==> src/rtl/packet_pkg.sv <==
// -----------------------------------------------------------------------------
// packet_pkg
// Shared definitions for the packet path (scheduler, framer, bus interface).
//   PKT_NBYTES     : bytes per framed packet, header and stop byte included
//   PKT_DATA_WIDTH : payload width carried by one packet
//   pkt_state_t    : scheduler FSM states
// -----------------------------------------------------------------------------
package packet_pkg;

    localparam int PKT_NBYTES     = 8;
    localparam int PKT_DATA_WIDTH = 54;

    typedef enum logic {
        IDLE = 1'b0,
        SEND = 1'b1
    } pkt_state_t;

endpackage

==> src/rtl/rr_arbiter.sv <==
// -----------------------------------------------------------------------------
// rr_arbiter
// Combinational round-robin arbiter. Searches the request vector starting at
// ptr_i and wrapping, and grants the first active requester.
// Ports:
//   req_i  in  NREQ  request vector
//   ptr_i  in  IW    highest-priority index for this search (must be < NREQ)
//   en_i   in  1     when low no grant is issued
//   gnt_o  out NREQ  one-hot grant (all zero when en_i low or no request)
//   idx_o  out IW    encoded index of the granted requester (0 when no grant)
// -----------------------------------------------------------------------------
module rr_arbiter #(
    parameter int NREQ = 4,
    parameter int IW   = $clog2(NREQ)
) (
    input  logic [NREQ-1:0] req_i,
    input  logic [IW-1:0]   ptr_i,
    input  logic            en_i,
    output logic [NREQ-1:0] gnt_o,
    output logic [IW-1:0]   idx_o
);

    // One extra bit so ptr + offset cannot overflow before the wrap.
    logic [IW:0] cand;
    logic        found;

    always_comb begin
        gnt_o = '0;
        idx_o = '0;
        found = 1'b0;
        cand  = '0;
        for (int k = 0; k < NREQ; k++) begin
            cand = {1'b0, ptr_i} + (IW+1)'(k);
            if (cand >= (IW+1)'(NREQ)) begin
                cand = cand - (IW+1)'(NREQ);
            end
            if (!found && en_i && req_i[cand[IW-1:0]]) begin
                found                = 1'b1;
                gnt_o[cand[IW-1:0]]  = 1'b1;
                idx_o                = cand[IW-1:0];
            end
        end
    end

endmodule

==> src/rtl/packet_sched.sv <==
// -----------------------------------------------------------------------------
// packet_sched
// Round-robin scheduler sharing one packet framer among NREQ producers. A
// granted word is held on pkt_di while pkt_en runs for exactly NBYTES cycles;
// packets chain back-to-back when the next grant lands on the last byte.
// Ports:
//   clk, rst_n   clock, asynchronous active-low reset
//   enable       permits new grants (current packet always completes)
//   req_valid    per-requester valid
//   req_data     requester i at [i*DATA_WIDTH +: DATA_WIDTH]
//   req_ready    one-hot, combinational
//   space_ok     downstream can take a whole packet; looked at only at grant
//   pkt_en       framer enable (registered)
//   pkt_di       held word for the framer (registered)
//   pkt_src      owner of the current packet
//   byte_valid   qualifies the framer byte output (equals pkt_en)
//   byte_idx     index of the byte on the framer output
//   pkt_last     last byte of the packet is on the output
//   dbg_state    FSM state (1 = SEND)
//
// Handshake: req_ready[i] is asserted only when requester i wins arbitration in
// a grant window with enable and space_ok high; the transfer happens on the
// rising edge where req_valid[i] & req_ready[i]. Data is sampled on that edge
// only, so the requester may change req_data afterwards.
// -----------------------------------------------------------------------------
module packet_sched
    import packet_pkg::*;
#(
    parameter int NREQ       = 4,
    parameter int DATA_WIDTH = PKT_DATA_WIDTH,
    parameter int NBYTES     = PKT_NBYTES
) (
    input  logic                       clk,
    input  logic                       rst_n,
    input  logic                       enable,
    input  logic [NREQ-1:0]            req_valid,
    input  logic [NREQ*DATA_WIDTH-1:0] req_data,
    output logic [NREQ-1:0]            req_ready,
    input  logic                       space_ok,
    output logic                       pkt_en,
    output logic [DATA_WIDTH-1:0]      pkt_di,
    output logic [$clog2(NREQ)-1:0]    pkt_src,
    output logic                       byte_valid,
    output logic [$clog2(NBYTES)-1:0]  byte_idx,
    output logic                       pkt_last,
    output logic                       dbg_state
);

    localparam int SW = $clog2(NREQ);
    localparam int BW = $clog2(NBYTES);
    localparam logic [BW-1:0] LAST_IDX = BW'(NBYTES - 1);
    localparam logic [SW-1:0] LAST_SRC = SW'(NREQ - 1);

    pkt_state_t            state_q, state_d;
    logic [BW-1:0]         idx_q, idx_d;
    logic [DATA_WIDTH-1:0] di_q, di_d;
    logic [SW-1:0]         src_q, src_d;
    logic [SW-1:0]         ptr_q, ptr_d;
    logic                  en_q, en_d;

    logic                  at_last;
    logic                  grant_window;
    logic                  arb_en;
    logic                  handshake;
    logic [NREQ-1:0]       gnt;
    logic [SW-1:0]         gnt_idx;

    assign at_last      = (state_q == SEND) && (idx_q == LAST_IDX);
    assign grant_window = (state_q == IDLE) || at_last;
    // rst_n gates the arbiter so req_ready stays low throughout reset.
    assign arb_en       = rst_n && grant_window && enable && space_ok;

    rr_arbiter #(
        .NREQ (NREQ),
        .IW   (SW)
    ) u_arb (
        .req_i (req_valid),
        .ptr_i (ptr_q),
        .en_i  (arb_en),
        .gnt_o (gnt),
        .idx_o (gnt_idx)
    );

    assign req_ready = gnt;
    assign handshake = |(req_valid & gnt);

    always_comb begin
        state_d = state_q;
        idx_d   = idx_q;
        di_d    = di_q;
        src_d   = src_q;
        ptr_d   = ptr_q;
        en_d    = en_q;

        case (state_q)
            IDLE: begin
                if (handshake) begin
                    state_d = SEND;
                    en_d    = 1'b1;
                    idx_d   = '0;
                end
            end
            SEND: begin
                if (at_last) begin
                    // Wrap to 0 either way: a chained grant starts the next
                    // packet, otherwise the framer counter clears with pkt_en.
                    idx_d = '0;
                    if (!handshake) begin
                        state_d = IDLE;
                        en_d    = 1'b0;
                    end
                end else begin
                    idx_d = idx_q + BW'(1);
                end
            end
            default: begin
                state_d = IDLE;
                en_d    = 1'b0;
                idx_d   = '0;
            end
        endcase

        if (handshake) begin
            di_d  = req_data[int'(gnt_idx)*DATA_WIDTH +: DATA_WIDTH];
            src_d = gnt_idx;
            ptr_d = (gnt_idx == LAST_SRC) ? '0 : gnt_idx + SW'(1);
        end
    end

    always_ff @(posedge clk or negedge rst_n) begin
        if (!rst_n) begin
            state_q <= IDLE;
            idx_q   <= '0;
            di_q    <= '0;
            src_q   <= '0;
            ptr_q   <= '0;
            en_q    <= 1'b0;
        end else begin
            state_q <= state_d;
            idx_q   <= idx_d;
            di_q    <= di_d;
            src_q   <= src_d;
            ptr_q   <= ptr_d;
            en_q    <= en_d;
        end
    end

    assign pkt_en     = en_q;
    assign byte_valid = en_q;
    assign pkt_di     = di_q;
    assign pkt_src    = src_q;
    assign byte_idx   = idx_q;
    assign pkt_last   = en_q && (idx_q == LAST_IDX);
    assign dbg_state  = (state_q == SEND);

endmodule

==> config.mk <==
export PLATFORM = sky130hd
export DESIGN_NAME = packet_sched
export DESIGN_NICKNAME = d
export VERILOG_FILES = /design/src/rtl/packet_pkg.sv /design/src/rtl/rr_arbiter.sv /design/src/rtl/packet_sched.sv
export SDC_FILE = /design/constraint.sdc
export NUM_CORES = 1
export LEC_CHECK = 0
export ABC_AREA = 1
export ABC_CLOCK_PERIOD_IN_PS = 2300
export CAP_MARGIN = 20
export CORE_UTILIZATION = 25
export DETAILED_ROUTE_END_ITERATION = 8
export GPL_TIMING_DRIVEN = 0
export REMOVE_ABC_BUFFERS = 1
export SLEW_MARGIN = 20
export SYNTH_ARGS = -nofsm -noshare
export SYNTH_HDL_FRONTEND = slang
export SYNTH_HIERARCHICAL = 1
export SYNTH_SLANG_ARGS = --single-unit
==> constraint.sdc <==
create_clock -name clk -period 2.3 [get_ports clk]
set_input_delay 0.575 -clock clk [delete_from_list [all_inputs] [get_ports clk]]
set_output_delay 0.575 -clock clk [all_outputs]
set_load 0.05 [all_outputs]
==> summary.log <==
[routing] via/cell ratio 4.66
[critical_path] Worst Path Arrival 2.11 ns
[grt] largest net degree at the start of global routing 36
[logic_synthesis] number of library cell types mapped by synthesis 25
[logic_synthesis] ranking of synthesized cells by area dfrtp_1, nand2_1, nor2_1
[timing] final slew viol count 0
[logic_synthesis] Most used DFF post-synth dfrtp_1
[die] number of I/O pins 291
[logic_synthesis] synthesized cell area 5050 sq um
[placement] DP Wirelength 12900 um
[logic_synthesis] post-synth top area share 31.2%
[logic_synthesis] Yosys warning count 6
[logic_synthesis] post-synthesis sequential area ratio 31.2%
[logic_synthesis] Mean Syn Cell Area 5.71 sq um
[die] total core area 19700 sq um
[logic_synthesis] most numerous cell in the Yosys netlist nand2_1
[outcome] status finished, violations left
[timing] maximum operating frequency 373 MHz
[grt] global-route wire length before repair 40800 um
[min_path] worst min-delay path class in2async
[timing] RSZ-0062 raised after global routing yes
[grt] GR Overflow Total 0
[logic_synthesis] Async S/R FF share, synth 100%
[routing] number of search-and-repair iterations in the first detailed-routing pass 5
[placement] area post-placement 8200 sq um
[critical_path] startpoint types flop
[grt] via count of the first global-routing pass 6884
[power_and_ir_drop] Peak VDD IR 0.443 mV
[logic_synthesis] instance count of the mapped netlist 885
[critical_path] Critical Path, Cell by Cell clkinvlp_4 > ha_4 > nand3_4 > nand2_2 > inv_2 > nor2_4 > buf_8 > nand3_4 > nand3_4 > buf_8
[logic_synthesis] EDFF count, synth 0
[critical_path] Worst setup EP type output pin
[critical_path] most frequent cell on the critical path nand3_4
[routing] detailed router's first-iteration violation count 352
[timing] Period Utilization, post-route 117%
[critical_path] worst path required time 1.73 ns
[cells_and_area] area growth from synthesis to layout 119%
[clock_network] Sinks on Clock Net 63
[cells_and_area] final-layout fill cell count 1807
[cells_and_area] diode insertion count for antenna repair 0
[critical_path] type of the worst setup path reg2out
[timing] Clock Skews 0.00837 ns
[clock_network] clock latency of the later-clocked register in the worst-skew pair 0.34 ns
[power_and_ir_drop] leakage 5.09 nW
[routing] antenna-violating nets left 0
[routing] wirelength, routed 28700 um
[power_and_ir_drop] overall power after layout 11.1 mW
[die] floorplan die area 20800 sq um
[clock_network] H-tree levels 3
[clock_network] Clock Tree Root clkbuf_16
[grt] Tot GR Track Use 27.1%
[timing] shortest clock period the worst path allows after layout 2.68 ns
[timing] max_slew headroom 61.7%
[outcome] violations in the final reports negative setup slack
[die] Die X 144 um
[timing] smallest hold slack 0.107 ns
[critical_path] Worst path max stage delay 0.40 ns
[cells_and_area] final net count 1487
[die] Die Height 144 um
[routing] average wire length per cell after detail routing 18.8 um
[timing] worst-margin pin slew 0.573 ns
[timing] final count of hold timing violations 0
[die] count of standard-cell rows 51
[timing] Finish-stage setup viols 67
[logic_synthesis] most common library cells after synthesis nand2_1, nor2_1, inv_1
[job] max-cap violation count 0
[clock_network] clock slew at the register clock pins of the worst setup and hold paths 0.06 ns
[critical_path] largest fanout of any net on the critical path 6
[logic_synthesis] cell taking the most area after synthesis dfrtp_1
[critical_path] worst-path cell with the longest stage delay dfrtp_2
[routing] routed via count 7094
[routing] residual DRC count 0
[placement] GP Congestion 0.829
[cells_and_area] Core Util, Final 56.4%
[cells_and_area] share of post-route cells with drive strength above 1 24.0%
[timing] post-route setup slack -0.381 ns
[die] effective utilization at floorplan 25.7%
[clock_network] Max clock buf depth 2
[power_and_ir_drop] power density of the placed cells 1010 nW/um^2
[logic_synthesis] Yosys reg bits 63
[grt] antenna violations before repair 0
[cells_and_area] post-route standard cell area excluding fillers 11100 sq um
[clock_network] clock tree from TritonCTS built
[placement] count of input and output buffers 290
[clock_network] clock buffer count from CTS 9
## registers in the layout, indices dropped and copies added (netlist names)
register	count
byte_idx	3
byte_valid	1
dbg_state	1
pkt_di	54
pkt_src	2
ptr_q	2
## what timing repair did
action	in CTS	in global routing
cloned	37	3
buffers inserted	55	13
setup endpoints to repair	68	67
resized for setup	368	41
hold buffers	0	0
pin swaps	136	23
## cells in the final DEF (no fill, tap or decap), types with 9 or more instances in the layout
cell type        synthesis  routed
nand2_1                364     353
clkdlybuf4s50_1          0     277
nor2_1                 221     156
dfrtp_1                 63      61
inv_1                   68      57
o21ai_2                  0      39
nor2_4                   1      36
buf_4                    6      32
nor2_2                   1      31
buf_16                   0      23
buf_12                   0      21
nand3_4                  0      16
o21ai_1                  7      13
buf_8                    0      13
buf_6                    5      13
clkbuf_16                0      11
nand2_2                  3       9
## metal layers
metal / vias up / share of wire, % / global-route usage (%)
met4: 0 / 2.9 / 10.4
met5: - / 0 / 0
met1: 3324 / 41 / 32.1
met3: 45 / 6.5 / 5.40
met2: 294 / 49 / 48.1
li1: 3431 / - / -
## final cells by class
class / count / area (sq um) / area share (%)
Clock buffer: 12 / 256 / 2.32
Sequential cell: 63 / 1580 / 14.3
Tap cell: 265 / 332 / 2.99
Timing Repair inverter: 10 / 170 / 1.54
Inverter: 72 / 332 / 2.99
Multi-Input combinational cell: 706 / 3800 / 34.3
Timing Repair Buffer: 390 / 4560 / 41.2
Clock inverter: 3 / 42.5 / 0.384
## worst paths after layout
check | slack (ns) | start | endpoint | depth (start not counted)
worst min register to register | 0.47 | pkt_di[39] | pkt_di[39] | 2
max in group asynchronous | 1.71 | rst_n | pkt_di[26] | 2
min in group clk | 0.47 | pkt_di[39] | pkt_di[39] | 2
worst min-delay path | 0.11 | rst_n | pkt_di[9] | 1
worst max register to register | -0.37 | ptr_q[1] | pkt_di[8] | 17
worst max-delay path | -0.38 | ptr_q[1] | req_ready[0] | 10
## through the flow
| stage | setup WS (ns) | cells | TNS, ns |
|---|---|---|---|
| detailed placement | -1.66 | 1401 | -101.38 |
| finish | -0.381 | 1521 | -19.85 |
| global placement | -9.89 | 1391 | -716.80 |
| floorplan | -4.24 | 836 | -251.65 |
| CTS | -0.269 | 1508 | -10.70 |
| global route | -0.443 | 1521 | -26.45 |
## power by group
part | switching (mW) | internal (mW)
Combinational | 4.71 | 3.12
Sequential | 0.302 | 1.60
Clock | 0.530 | 0.891
Total | 5.54 | 5.61
## worst max-delay path, delay by kind of cell (launching register included)
kind	cells	cell delay, ns
and+or+nand+nor	5	0.53
buffers and inverters	4	0.51
DFF	1	0.40
adders and majority gates	1	0.33
## logic make-up (layout without fill, tap and decap cells)
| family | Yosys count | in the layout | synth area share (%) |
|---|---|---|---|
| AO/OA/AOI/OAI | 61 | 61 | 6.09 |
| adder cells (fa/ha/maj) | 11 | 11 | 2.72 |
| flip-flops | 63 | 63 | 31.2 |
| AND/OR/NAND/NOR | 629 | 634 | 49.1 |
| buffers and inverters | 121 | 487 | 10.9 |
Power figures use the tool's default switching activity.
